--- src/rtl/home_auto_pkg.sv ---
// Shared home-automation types: appliance slot states, appliance indices, default priority class.
package home_auto_pkg;

  typedef enum logic [1:0] {
    IDLE     = 2'd0,
    WAIT     = 2'd1,
    RUN      = 2'd2,
    COOLDOWN = 2'd3
  } slot_state_t;

  localparam int unsigned FRIDGE       = 0;
  localparam int unsigned OVEN         = 1;
  localparam int unsigned COFFEE_MAKER = 2;
  localparam int unsigned WASHER       = 3;
  localparam int unsigned DISHWASHER   = 4;

  localparam int unsigned N_APPL_DEFAULT    = 5;
  localparam logic [4:0]  PRIO_MASK_DEFAULT = 5'b00001;

endpackage

--- src/rtl/appliance_slot.sv ---
// Per-appliance slot: request/grant FSM with saturating minimum-on and cooldown counters.
module appliance_slot
  import home_auto_pkg::*;
#(
  parameter int unsigned MIN_ON_CYCLES   = 16,
  parameter int unsigned COOLDOWN_CYCLES = 8
) (
  input  logic        clk,
  input  logic        rst,
  input  logic        req,
  input  logic        grant,
  output logic        cmd,
  output logic        waiting,
  output logic        run_next,
  output slot_state_t state
);

  localparam int unsigned ON_W = (MIN_ON_CYCLES > 1) ? $clog2(MIN_ON_CYCLES) : 1;
  localparam int unsigned CD_W = (COOLDOWN_CYCLES > 1) ? $clog2(COOLDOWN_CYCLES) : 1;
  localparam logic [ON_W-1:0] ON_MAX = ON_W'(MIN_ON_CYCLES - 1);
  localparam logic [CD_W-1:0] CD_MAX = CD_W'(COOLDOWN_CYCLES - 1);

  slot_state_t     state_q, state_d;
  logic [ON_W-1:0] on_q, on_d;
  logic [CD_W-1:0] cd_q, cd_d;
  logic            cmd_q, cmd_d;
  logic            waiting_q, waiting_d;

  always_ff @(posedge clk or posedge rst) begin
    if (rst) begin
      state_q   <= IDLE;
      on_q      <= '0;
      cd_q      <= '0;
      cmd_q     <= 1'b0;
      waiting_q <= 1'b0;
    end else begin
      state_q   <= state_d;
      on_q      <= on_d;
      cd_q      <= cd_d;
      cmd_q     <= cmd_d;
      waiting_q <= waiting_d;
    end
  end

  // A withdrawn request beats a same-cycle grant; the arbiter masks such slots anyway.
  always_comb begin
    state_d = state_q;
    on_d    = on_q;
    cd_d    = cd_q;
    case (state_q)
      IDLE: begin
        if (req) state_d = WAIT;
      end
      WAIT: begin
        if (!req) begin
          state_d = IDLE;
        end else if (grant) begin
          state_d = RUN;
          on_d    = '0;
        end
      end
      RUN: begin
        if (on_q < ON_MAX) on_d = on_q + ON_W'(1);
        if (!req && (on_q >= ON_MAX)) begin
          state_d = COOLDOWN;
          cd_d    = '0;
        end
      end
      COOLDOWN: begin
        if (cd_q >= CD_MAX) state_d = IDLE;
        else                cd_d    = cd_q + CD_W'(1);
      end
      default: state_d = IDLE;
    endcase
    cmd_d     = (state_d == RUN);
    waiting_d = (state_d == WAIT);
  end

  assign cmd      = cmd_q;
  assign waiting  = waiting_q;
  assign run_next = cmd_d;
  assign state    = state_q;

endmodule

--- src/rtl/appliance_load_scheduler.sv ---
// Power-budget scheduler: N appliance slots, priority-then-round-robin arbiter, registered popcount.
module appliance_load_scheduler
  import home_auto_pkg::*;
#(
  parameter int unsigned       N_APPL          = N_APPL_DEFAULT,
  parameter int unsigned       MAX_ACTIVE      = 2,
  parameter int unsigned       MIN_ON_CYCLES   = 16,
  parameter int unsigned       COOLDOWN_CYCLES = 8,
  parameter logic [N_APPL-1:0] PRIO_MASK       = N_APPL'(PRIO_MASK_DEFAULT)
) (
  input  logic                          clk,
  input  logic                          rst,
  input  logic [N_APPL-1:0]             req,
  output logic [N_APPL-1:0]             cmd,
  output logic [N_APPL-1:0]             waiting,
  output logic [$clog2(N_APPL+1)-1:0]   active_count,
  output logic                          budget_full
);

  localparam int unsigned CNT_W = $clog2(N_APPL + 1);
  localparam int unsigned IDX_W = (N_APPL > 1) ? $clog2(N_APPL) : 1;

  slot_state_t       slot_state [N_APPL];
  logic [N_APPL-1:0] run_next;
  logic [N_APPL-1:0] cand;
  logic [N_APPL-1:0] prio_cand;
  logic [N_APPL-1:0] grant;
  logic              found;
  logic [IDX_W-1:0]  rr_ptr_q, rr_ptr_d;
  logic [CNT_W-1:0]  active_count_q, count_d;
  logic              budget_full_q;

  for (genvar g = 0; g < N_APPL; g++) begin : g_slot
    appliance_slot #(
      .MIN_ON_CYCLES  (MIN_ON_CYCLES),
      .COOLDOWN_CYCLES(COOLDOWN_CYCLES)
    ) u_slot (
      .clk     (clk),
      .rst     (rst),
      .req     (req[g]),
      .grant   (grant[g]),
      .cmd     (cmd[g]),
      .waiting (waiting[g]),
      .run_next(run_next[g]),
      .state   (slot_state[g])
    );
  end

  always_comb begin
    cand = '0;
    for (int unsigned i = 0; i < N_APPL; i++) begin
      cand[i] = (slot_state[i] == WAIT) && req[i];
    end
    prio_cand = cand & PRIO_MASK;
  end

  // One grant per cycle, gated by the registered count so a same-cycle release frees budget next cycle.
  always_comb begin
    int unsigned idx;
    grant    = '0;
    rr_ptr_d = rr_ptr_q;
    found    = 1'b0;
    idx      = 0;
    if (active_count_q < CNT_W'(MAX_ACTIVE)) begin
      if (|prio_cand) begin
        for (int unsigned i = 0; i < N_APPL; i++) begin
          if (prio_cand[i] && !found) begin
            grant[i] = 1'b1;
            found    = 1'b1;
          end
        end
      end else begin
        for (int unsigned k = 1; k <= N_APPL; k++) begin
          idx = (32'(rr_ptr_q) + k) % N_APPL;
          if (cand[IDX_W'(idx)] && !found) begin
            grant[IDX_W'(idx)] = 1'b1;
            rr_ptr_d           = IDX_W'(idx);
            found              = 1'b1;
          end
        end
      end
    end
  end

  always_comb begin
    count_d = '0;
    for (int unsigned i = 0; i < N_APPL; i++) begin
      count_d = count_d + CNT_W'(run_next[i]);
    end
  end

  always_ff @(posedge clk or posedge rst) begin
    if (rst) begin
      rr_ptr_q       <= IDX_W'(N_APPL - 1);
      active_count_q <= '0;
      budget_full_q  <= 1'b0;
    end else begin
      rr_ptr_q       <= rr_ptr_d;
      active_count_q <= count_d;
      budget_full_q  <= (count_d == CNT_W'(MAX_ACTIVE));
    end
  end

  assign active_count = active_count_q;
  assign budget_full  = budget_full_q;

endmodule

--- config.mk ---
export PLATFORM = sky130hd
export DESIGN_NAME = appliance_load_scheduler
export DESIGN_NICKNAME = d
export VERILOG_FILES = /design/src/rtl/home_auto_pkg.sv /design/src/rtl/appliance_slot.sv /design/src/rtl/appliance_load_scheduler.sv
export SDC_FILE = /design/constraint.sdc
export NUM_CORES = 1
export LEC_CHECK = 0
export ABC_CLOCK_PERIOD_IN_PS = 7400
export CORE_ASPECT_RATIO = 0.7
export CORE_MARGIN = 10
export CORE_UTILIZATION = 55
export CTS_BUF_LIST = sky130_fd_sc_hd__clkbuf_16
export DETAILED_ROUTE_END_ITERATION = 7
export GPL_ROUTABILITY_DRIVEN = 1
export HOLD_SLACK_MARGIN = 0.03
export PLACE_DENSITY = 0.74
export SYNTH_ARGS = -nofsm -noshare
export SYNTH_HDL_FRONTEND = slang
export SYNTH_HIERARCHICAL = 1
export SYNTH_SLANG_ARGS = --single-unit
--- constraint.sdc ---
create_clock -name clk -period 7.4 [get_ports clk]
set_input_delay 1.48 -clock clk [delete_from_list [all_inputs] [get_ports clk]]
set_output_delay 1.48 -clock clk [all_outputs]
set_load 0.01 [all_outputs]
==> results.toml <==
[outcome]
outcome = "complete, no violations"

[timing]
slew_violations = 0
rsz0062_at_grt = "false"
skew_ps = 5.86
tightestPinTransition_ps = 996
relSlewSlack_pct = 33.4
max_freq_mhz = 144
setup-tns-final_ps = 0
period_share_pct = 93.5
setup_viol = 0
hold_viol = 0
period_minus_slack_ps = 6920
fin_ws_ps = 479

[yosys]
yosysSeqAreaShare_pct = 31.3
synth_edf_count = 0
synth_async_sr_flop_share_pct = 100
yosys_register_bits = 62
ys_warn_count = 6
netlist_instances = 525
syn_area_um2 = 4960
syn_nets = 578
synth_area_per_cell_um2 = 9.45
yosys.area.top_type_share_pct = 30.8
ys.flop_type = "dfrtp_1"
post-synth-top-area-cell = "dfrtp_1"
synthMuxAreaShare_pct = 6.03
synth-xor-area-share_pct = 3.40
synth_compound_gate_area_share_pct = 18.4
synth_top_family_by_area = "simple AND/OR/NAND/NOR gates"
ys_top_cells_by_area = "dfrtp_1 (31%), ha_1 (11%), mux2i_1 (3.8%), and3_1 (3.5%), nand2_1 (3.2%)"
yosys.area_share.adder_pct = 12.3
yosys.cell_types.count = 80
synth-simple-area-share_pct = 24.9

[routing]
vias_per_cell = 6.13
antenna_left = 0
drt_iter0_markers = 435
wirelength_mm = 12.1
avgRoutedWirePerCell_um = 17.6
drt_pre_antenna_iters = 5
drc = 0
vias = 4207

[die]
rows = 28
die_h_um = 99.5
pin_count = 21
coreArea_um2 = 8620
die-area_um2 = 13300
start_util_pct = 57.6
die_w_um = 134

[job]
drv_cap = 0

[critical_path]
cpMaxStageDelayCell = "mux4_2"
cp_common_cell = "ha_1"
cp-end-kind = "flip-flop"
cp_max_fo = 6
critPathArrivalTime_ps = 7160
max_stage_delay_ps = 590
critical_path_class = "flip-flop to flip-flop"
crit_path_start_kind = "flip-flop"
required_ps = 7640

[global_routing]
grt_usage_pct = 17.8
grt_pass1_wl_mm = 19.7
met1_usage_pct = 24.8
antenna_found_initial = 0
grt_overflow = 0
grt_use_met3_pct = 4.47
busiest_layer = "met2"
gr-usage-met2_pct = 26.7
grt_pass1_vias = 3923
grt_max_degree = 25

[finish]
fin_nets = 614
fillers = 697
layout_commonest_cell = "dfrtp_1"
utilization_pct = 66.1
drive_gt1_share_pct = 13.8
area_growth_pct = 14.8
num_antenna_cells = 0
layout_common_cells = "dfrtp_1 (60), nand2_1 (42), ha_1 (42)"

[place]
gp_congestion = 1.05
dp_hpwl_mm = 9.08
place_ws_ps = 280
io_buffers = 20

[clock_tree]
clock_sinks = 62
cts_tree = "built"
cts-buffers-inserted = 9
htree_levels = 3
ctsHoldBuffers = 0
clk_latency_ps = 330
clkTransAtPathRegs_ps = 50
cts.path.max_buffers = 2
cts_root_buf = "clkbuf_16"

[hold_path]
holdCritPathClass = "flip-flop to flip-flop"
## repair_timing
action / CTS / global route
buffers inserted: 0 / 6
setup endpoints to repair: 0 / 4
resized for setup: 0 / 7
## registers in the layout (all words and copies together), names as in the netlist
register,flops
g_slot.u_slot/cmd,5
g_slot.u_slot/cd_q,15
g_slot.u_slot/on_q,20
g_slot.u_slot/waiting,5
rr_ptr_q,3
g_slot.u_slot/state,10
budget_full,1
active_count,3
## routing by layer
layer	wire, um	up-vias
met5	0	-
met3	687	21
met4	173	0
li1	-	2033
met1	5780	2012
met2	5420	141
## final timing paths
path,from,to,slack (ps),depth (start not counted)
max in group asynchronous,rst,g_slot[0].u_slot/cmd,5420,2
hold reg to reg,g_slot[4].u_slot/on_q[0],g_slot[4].u_slot/on_q[0],500,1
setup / recovery,rr_ptr_q[0],budget_full,480,26
setup reg to reg,rr_ptr_q[0],budget_full,480,26
min in group asynchronous,rst,budget_full,1610,2
hold / removal,g_slot[4].u_slot/on_q[0],g_slot[4].u_slot/on_q[0],500,1
## metrics by stage
step,cell area (um^2),hold WS [ps],cells
after floorplan,4960,460,525
after detailed placement,5330,489,664
after CTS,5620,500,680
after global placement,5330,488,664
final,5700,501,686
after global routing,5700,520,686
## worst max-delay path: cells and delay by family, from the launching register on
family | cells | cell delay (ps)
AO/OA/AOI/OAI | 6 | 1340
adder cells (fa/ha/maj) | 6 | 1900
XOR/XNOR | 2 | 400
buffers and inverters | 2 | 240
multiplexers | 1 | 590
flip-flops | 1 | 400
AND/OR/NAND/NOR | 9 | 1960
## final cells by class
cell class	count	area [um^2]	share of cell area (%)
Inverter	39	146	2.57
Timing Repair Buffer	34	305	5.36
Clock inverter	7	65.1	1.14
Clock buffer	9	225	3.95
Multi-Input combinational cell	415	3250	57.0
Tap cell	120	150	2.64
Sequential cell	62	1560	27.4
## kinds of logic (layout without fill, tap and decap cells)
kind of cell,Yosys count,count (layout)
simple gates,214,214
compound gates,113,113
xor+xnor,15,15
mux,26,26
flops,62,62
fa+ha+maj,47,47
buf+inv,48,89
## synthesized netlist by cell type (5+ instances only)
| master | number |
|---|---|
| xnor2_1 | 9 |
| a32o_1 | 6 |
| nand3_1 | 13 |
| o22ai_1 | 7 |
| inv_1 | 35 |
| ha_1 | 43 |
| mux2_4 | 5 |
| mux2i_1 | 19 |
| nand2b_1 | 10 |
| a21oi_1 | 20 |
| dfrtp_1 | 61 |
| a211oi_1 | 5 |
| and3_1 | 28 |
| or3b_4 | 5 |
| a31oi_1 | 5 |
| o21ai_0 | 18 |
| or2_1 | 6 |
| or2_2 | 7 |
| a31o_1 | 5 |
| nand2_1 | 42 |
| or3_1 | 9 |
| nand4b_1 | 6 |
| nor3_1 | 11 |
| nor2b_1 | 10 |
| nor2_1 | 31 |
| clkbuf_1 | 5 |
Power is not shown: default switching activity piles up to over one toggle a cycle in this logic, so the estimate is an artifact.
